## src/rtl/pipeline_ctrl.sv

```systemverilog
// Stall/flush scheduler for the 5-stage pipeline: per-stage write/bubble enables.
// Optional performance counters: define PIPELINE_CTRL_PERF_CNT_EN.
module pipeline_ctrl #(
    parameter int MEM_TIMEOUT = 16,
    parameter int CNT_W       = 32
) (
    input  logic             clk,
    input  logic             rst_n,
    input  logic             load_use_stall,
    input  logic             br_taken_ex,
    input  logic             md_req_ex,
    input  logic             md_done,
    input  logic             dmem_req_mem,
    input  logic             dmem_ready,
    output logic             md_start,
    output logic             pc_write,
    output logic             if_id_write,
    output logic             id_ex_write,
    output logic             ex_mem_write,
    output logic             mem_wb_write,
    output logic             if_id_flush,
    output logic             id_ex_flush,
    output logic             ex_mem_flush,
    output logic             mem_wb_flush,
    output logic [1:0]       state,
    output logic             err_timeout,
    output logic [CNT_W-1:0] stall_cnt,
    output logic [CNT_W-1:0] flush_cnt
);

    localparam logic [1:0] RUN      = 2'd0;
    localparam logic [1:0] MD_WAIT  = 2'd1;
    localparam logic [1:0] MEM_WAIT = 2'd2;

    localparam int WCW = (MEM_TIMEOUT > 1) ? $clog2(MEM_TIMEOUT) : 1;
    localparam logic [WCW-1:0] W_LAST = WCW'(MEM_TIMEOUT - 1);

    logic [1:0]     r_state;
    logic [WCW-1:0] r_wait;
    logic           r_err;

    logic [1:0] w_next;
    logic       w_wait_clr;
    logic       w_wait_inc;
    logic       w_set_err;
    logic       w_rel;
    logic       w_wd_fire;
    logic       w_mds;
    logic       w_pcw;
    logic       w_ifw;
    logic       w_idw;
    logic       w_exw;
    logic       w_mww;
    logic       w_iff;
    logic       w_idf;
    logic       w_exf;
    logic       w_mwf;

    assign w_wd_fire = (MEM_TIMEOUT > 0) && !dmem_ready && (r_wait == W_LAST);

    always_comb begin
        w_next     = r_state;
        w_wait_clr = 1'b0;
        w_wait_inc = 1'b0;
        w_set_err  = 1'b0;
        w_rel      = 1'b0;
        w_mds      = 1'b0;
        w_pcw      = 1'b1;
        w_ifw      = 1'b1;
        w_idw      = 1'b1;
        w_exw      = 1'b1;
        w_mww      = 1'b1;
        w_iff      = 1'b0;
        w_idf      = 1'b0;
        w_exf      = 1'b0;
        w_mwf      = 1'b0;
        case (r_state)
            MD_WAIT: begin
                if (!md_done) begin
                    w_pcw = 1'b0;
                    w_ifw = 1'b0;
                    w_idw = 1'b0;
                    w_exf = 1'b1;
                end else begin
                    w_next = RUN;
                    if (load_use_stall) begin
                        w_pcw = 1'b0;
                        w_ifw = 1'b0;
                        w_idf = 1'b1;
                    end
                end
            end
            MEM_WAIT: begin
                if (dmem_ready || w_wd_fire) begin
                    w_rel     = 1'b1;
                    w_set_err = w_wd_fire;
                end else begin
                    w_pcw      = 1'b0;
                    w_ifw      = 1'b0;
                    w_idw      = 1'b0;
                    w_exw      = 1'b0;
                    w_mwf      = 1'b1;
                    w_wait_inc = 1'b1;
                end
            end
            default: begin
                if (dmem_req_mem && !dmem_ready) begin
                    w_pcw      = 1'b0;
                    w_ifw      = 1'b0;
                    w_idw      = 1'b0;
                    w_exw      = 1'b0;
                    w_mwf      = 1'b1;
                    w_next     = MEM_WAIT;
                    w_wait_clr = 1'b1;
                end else begin
                    w_rel = 1'b1;
                end
            end
        endcase
        // Released (or plain RUN): MUL/DIV, then branch, then load-use.
        if (w_rel) begin
            w_next = RUN;
            if (md_req_ex) begin
                w_mds  = 1'b1;
                w_pcw  = 1'b0;
                w_ifw  = 1'b0;
                w_idw  = 1'b0;
                w_exf  = 1'b1;
                w_next = MD_WAIT;
            end else if (br_taken_ex) begin
                w_iff = 1'b1;
                w_idf = 1'b1;
            end else if (load_use_stall) begin
                w_pcw = 1'b0;
                w_ifw = 1'b0;
                w_idf = 1'b1;
            end
        end
    end

    assign md_start     = rst_n & w_mds;
    assign pc_write     = rst_n & w_pcw;
    assign if_id_write  = rst_n & w_ifw;
    assign id_ex_write  = rst_n & w_idw;
    assign ex_mem_write = rst_n & w_exw;
    assign mem_wb_write = rst_n & w_mww;
    assign if_id_flush  = ~rst_n | w_iff;
    assign id_ex_flush  = ~rst_n | w_idf;
    assign ex_mem_flush = ~rst_n | w_exf;
    assign mem_wb_flush = ~rst_n | w_mwf;
    assign state        = r_state;
    assign err_timeout  = r_err;

    always_ff @(posedge clk or negedge rst_n) begin
        if (!rst_n) begin
            r_state <= RUN;
            r_wait  <= '0;
            r_err   <= 1'b0;
        end else begin
            r_state <= w_next;
            if (w_wait_clr)
                r_wait <= '0;
            else if (w_wait_inc)
                r_wait <= r_wait + 1'b1;
            if (w_set_err)
                r_err <= 1'b1;
        end
    end

`ifdef PIPELINE_CTRL_PERF_CNT_EN
    logic [CNT_W-1:0] r_stall;
    logic [CNT_W-1:0] r_flush;

    // if_id_flush outside reset is only ever raised by a taken branch.
    always_ff @(posedge clk or negedge rst_n) begin
        if (!rst_n) begin
            r_stall <= '0;
            r_flush <= '0;
        end else begin
            if (!w_pcw && (r_stall != '1))
                r_stall <= r_stall + 1'b1;
            if (w_iff && (r_flush != '1))
                r_flush <= r_flush + 1'b1;
        end
    end

    assign stall_cnt = r_stall;
    assign flush_cnt = r_flush;
`else
    assign stall_cnt = '0;
    assign flush_cnt = '0;
`endif

endmodule

```

## config.mk

```make
export PLATFORM = sky130hd
export DESIGN_NAME = pipeline_ctrl
export DESIGN_NICKNAME = d
export VERILOG_FILES = /design/src/rtl/pipeline_ctrl.sv
export SDC_FILE = /design/constraint.sdc
export NUM_CORES = 1
export LEC_CHECK = 0
export ABC_AREA = 1
export BUFFER_PORTS_ARGS = -buffer_cell sky130_fd_sc_hd__buf_2
export CORE_MARGIN = 2
export CORE_UTILIZATION = 37
export CTS_BUF_LIST = sky130_fd_sc_hd__clkbuf_4
export CTS_CLUSTER_SIZE = 10
export DETAILED_ROUTE_END_ITERATION = 12
export PLACE_DENSITY = 0.85
export SETUP_SLACK_MARGIN = 0.4
export SYNTH_ARGS = -nofsm -noshare
export SYNTH_HDL_FRONTEND = slang
export SYNTH_SLANG_ARGS = --single-unit
export TNS_END_PERCENT = 30
```

## constraint.sdc

```tcl
create_clock -name clk -period 1.21 [get_ports clk]
set_input_delay 0.0605 -clock clk [delete_from_list [all_inputs] [get_ports clk]]
set_output_delay 0.0605 -clock clk [all_outputs]
set_load 0.05 [all_outputs]
```

Word-level counts from Yosys, hierarchy flattened
Index checks and enable logic that the tools add are counted.
- flip-flop bits (word level): 7
- bits in latches: 0
- bits in writable memories: 0
- memories: 0
- memory bits (read-only): 0
- input port bits: 8
- $lt $le $gt $ge: 0
- muxes and demuxes: 45
- shifts and indexed selects: 0
- eq/ne operators: 5
- multipliers: 0
- divide/modulo/power cells: 0
- reduce and logical (&&, ||, !) cells: 8
- $add $sub $neg: 1
- bitwise operators: 9
- operators with widths (kind ; number):
    2-to-1 mux 1 bit ; 34
    case mux 1 bit (2 select lines) ; 5
    2-to-1 mux 4 bit ; 2
    2-to-1 mux 2 bit ; 3
    adder 4 x 1 -> 4 bit (second input constant) ; 1
    bitwise AND 1 bit ; 4
    equality test 4 bit (second input constant) ; 1
    OR 1 bit ; 4
    case mux 2 bit (2 select lines) ; 1
    != test 3 bit (second input constant) ; 1
    AND reduction 3 bit ; 1
    nonzero test 3 bit ; 1
    equality test 2 x 1 -> 1 bit (second input constant) ; 1
    equality test 2 bit (second input constant) ; 1
    logical AND 1 bit ; 2
    != test 2 bit (second input constant) ; 1
    nonzero test 2 bit ; 1
    OR reduction 2 bit ; 1
    logical NOT 1 bit ; 1
    logical OR 1 bit ; 1
    inverter 1 bit ; 1

Longest topological paths before layout
- word-level depth: 10
- gate-level depth with buffers: 10
- depth with buffers taken out: 10

Worst setup path before layout
OpenSTA, ideal clock, no wires.
- path type: register to output
- from: register r_state[0] (netlist: state[0])
- to: output port pc_write
- buffers on the path: 1
- path slack: -1.721 ns
- stages on the path, launching flop included: 9
- arrival: 2.871 ns
- path through: dfrtp_1 inv_1 ha_1 inv_1 nand2_4 nand2_4 nor2_1 nor3_1 buf_4
- word-level cells in the longest chain between the ends: 7
- RTL lines (item ; RTL line ; text):
    start, declared ; 38 ; logic [1:0] r_state;
    start signal, assigned ; 160 ; r_state <= w_next;
    equality test 2 bit or equality test 2 x 1 -> 1 bit (tied branches) ; - ;
    case mux 1 bit (2 select lines) ; - ;
    2-to-1 mux 1 bit (3 in series) ; - ;
    2-to-1 mux 1 bit * ; - ;
    bitwise AND 1 bit * ; - ;
    end, declared ; 16 ; output logic pc_write,
Mark *: on every way between the ends. The rest lies on a longest branch, timed or not.

Worst setup path in the final report
- from: register r_wait[1]
- to: output port pc_write
- word-level cells in the longest chain between the ends: 10
- RTL lines (item ; RTL line ; text):
    start, declared ; 39 ; logic [WCW-1:0] r_wait;
    start signal, assigned ; 164 ; r_wait <= r_wait + 1'b1;
    equality test 4 bit * ; 59 ; assign w_wd_fire = (MEM_TIMEOUT > 0) && !dmem_ready && (r_wait == W_LAST);
    logical AND 1 bit * ; 59 ;
    logical OR 1 bit * ; 94 ; if (dmem_ready || w_wd_fire) begin
    2-to-1 mux 1 bit * ; 94 ;
    case mux 1 bit (2 select lines) ; 77 ; case (r_state)
    2-to-1 mux 1 bit ; 133 ; end else if (load_use_stall) begin
    2-to-1 mux 1 bit ; 130 ; end else if (br_taken_ex) begin
    2-to-1 mux 1 bit ; 123 ; if (md_req_ex) begin
    2-to-1 mux 1 bit * ; 121 ; if (w_rel) begin
    bitwise AND 1 bit * ; 142 ; assign pc_write = rst_n & w_pcw;
Marks and branches as above.

==> flow_summary.toml <==
[status]
status = "finished, violations left"
violations = "negative setup slack"

[setup_path]
path_class = "reg -> out"
critPathSlowestCell = "dfrtp_1"
crit_arrival_ps = 1610
critical_path.startpoint_type = "flop"
crit_top_cell = "nand2_4"
crit_buf_inv = 1
cpPeakStageDelay_ps = 380
endpoint_kind = "output pin"
crit_chain = "ha_2, nand3_2, nand2_2, nand2_4, nand2_4, nand2_8, nor2_4, nor3_4, buf_6"
crit_family = "simple AND/OR/NAND/NOR gates"
path_max_fanout = 5
r2r_cells = 10
timing.reg2reg.setup_slack_ps = -320
cp_data_required_time_ps = 1150
r2r_start = "state[1]$_DFFE_PN0P_"
reg2reg_to = "state[1]$_DFFE_PN0P_"

[finish]
drive_gt1_share_pct = 42.9
register_area_um2 = 178
fill_cells = 263
nNetsFinal = 210
multi_input_area_um2 = 684
n_antenna_cell = 0
area_growth_pct = 28.1

[floorplanning]
ios = 85
fp.dieW_um = 58.1
die_h_um = 58.1
core_area_mm2 = 0.00276
rows = 19
initial_core_util_pct = 39.2
die_area_mm2 = 0.00337

[global_routing]
antenna_found_initial = 0
grt_max_degree = 6
grt_pass1_vias = 733
grtUsageTotal_pct = 10.8
grt_overflow = 0
grt_pass1_wl_um = 2860

[drt]
first_pass_iters = 4
via_per_inst = 3.77
antenna_left = 0
drt_iter0_drc = 8
wire_per_inst_um = 8.73
route.vias.total = 863
wirelength_um = 2000
drc = 0

[yosys]
syn_area_mm2 = 0.00108
ys.warnings.count = 0
syn_avg_cell_area_um2 = 7.07
synth_cells = 153
synth_seq_cells = 7
yosysUniqueCellTypes = 21
seq_area_frac_synth_pct = 16.2

[power]
p_per_area_mw_per_mm2 = 2410
leakage_nw = 0.818
ir_drop_v = 0.00181

[timing]
max_freq_ghz = 0.599
clock_skew_ps = 1.98
finalWorstSetupSlack_ps = -459
finalHoldViolCount = 0
fin_hold_ws_ps = 118
setup_tns_ps = -4570
setup_violations = 15
period_share_pct = 138
slew_viol_final = 0
fin_crit_ps = 1670
rsz0062_at_grt = "yes"

[place]
numPortBuffers = 20
gp_congestion = 0.812
dp_hpwl_um = 1550

[cts]
cts_root_buf = "clkbuf_4"
cts_sinks = 7
clkLatencyLatePin_ps = 240
cts_tree = "done"
clk_path_buf_depth = 2
htreeDepth = 1
cts_buffers = 3
clk_pin_slew_worst_paths_ps = 50

[hold_path]
hold-path-endpoint = "err_timeout$_DFFE_PN0P_"
hold_path.class = "in -> reg"
min_path_cells = 4
min_from = "dmem_ready"

[run]
maxCapViolations = 0
==> cell type report <==
cell class                      count  share of cell area, %
Tap cell                           31                   2.80
Multi-Input combinational cell    125                   49.4
Timing Repair Buffer               44                   27.4
Clock buffer                        4                   2.17
Sequential cell                     7                   12.8
Inverter                           18                   5.42
==> state kept, by name, indices dropped and copies added (netlist names) <==
name,cells
err_timeout,1
r_wait,4
state,2
==> stage by stage <==
step,cells,utilization [%],setup slack (ps),power (mW),area [um2]
final,229,50.3,-459,3.34,1390
after global routing,229,50.3,-546,3.55,1390
after CTS,226,47.7,-453,3.09,1320
after detailed placement,216,40.5,-296,2.47,1120
after global placement,216,40.5,-270,2.44,1120
after floorplan,216,-,-669,2.21,1370
==> how the worst max path moves through the flow <==
stage | startpoint | endpoint | slack [ps] | cells after the start
after global placement | r_wait[0]$_DFFE_PN0P_ | if_id_write | -270 | 9
after global routing | r_wait[1]$_DFFE_PN0P_ | if_id_write | -550 | 9
final | r_wait[1]$_DFFE_PN0P_ | pc_write | -460 | 9
after detailed placement | r_wait[1]$_DFFE_PN0P_ | if_id_write | -300 | 9
after CTS | state[0]$_DFFE_PN0P_ | if_id_write | -450 | 8
after floorplan | state[0]$_DFFE_PN0P_ | pc_write | -670 | 7
==> kinds of logic after synthesis <==
logic type	count (synthesis)	share of synthesized area, %
adders and majority gates	3	3.47
other	1	0.346
AOI/OAI and AO/OA	10	4.97
DFF	7	16.2
and+or+nand+nor	48	23.0
buffers and inverters	84	52.0
==> cell usage in the layout (no fill, tap or decap), types with 2 or more instances in the layout <==
master and instances:
buf_2 8, a21oi_1 2, nor2_4 2, nand3_2 3, nand2_4 5, inv_4 3, buf_8 5, buf_6 8
buf_4 22, o21ai_2 2, inv_2 5, conb_1 64, dfrtp_2 2, dfrtp_1 5, nor3_2 2, ha_2 2
nand4_1 3, clkbuf_4 4, inv_1 10, o21ai_0 2, nand2_1 12, nand2_2 7, nor2_1 9
==> timing repair <==
action | CTS | global route
hold buffers | 1 | 0
resized for setup | 38 | 14
pin swaps | 5 | 7
buffers inserted | 5 | 3
endpoints found under the hold margin | 7 | 0
endpoints found under the setup margin | 19 | 19
==> metal layers <==
| metal | GRT usage, % | share of wire, % | vias to the layer above |
|---|---|---|---|
| met3 | 2.46 | 8.4 | 2 |
| met5 | 0 | 0 | - |
| li1 | - | - | 428 |
| met4 | 3.99 | 0.60 | 0 |
| met1 | 12.8 | 37 | 389 |
| met2 | 19.0 | 53 | 44 |
==> power breakdown <==
part | switching [mW] | total, mW | internal [mW]
registers | 0.0395 | 0.329 | 0.290
logic | 1.80 | 2.79 | 0.993
clock network | 0.0723 | 0.220 | 0.147
==> worst min-delay path, stage by stage <==
cell and delay, ps:
buf_2 100, inv_2 50, nand2_1 50, o21bai_1 60
==> synth_stat cells <==
cell type | n | share of area [%]
buf_4 | 66 | 46
nand2_1 | 19 | 6.6
inv_1 | 14 | 4.9
nor2_1 | 10 | 3.5
dfrtp_1 | 7 | 16
o21ai_0 | 5 | 2.3
inv_2 | 4 | 1.4
nand2_4 | 4 | 4.2
a21oi_1 | 3 | 1.4
ha_1 | 3 | 3.5
nand3_1 | 3 | 1.4
nand4_1 | 3 | 1.7
nand2_2 | 2 | 1.2
nor2_2 | 2 | 1.2
nor3_1 | 2 | 0.92
a31oi_1 | 1 | 0.58
and3_1 | 1 | 0.58
conb_1 | 1 | 0.35
nand3_2 | 1 | 0.92
nor3_2 | 1 | 0.92
o21bai_1 | 1 | 0.69
Power figures use the tool's default switching activity.
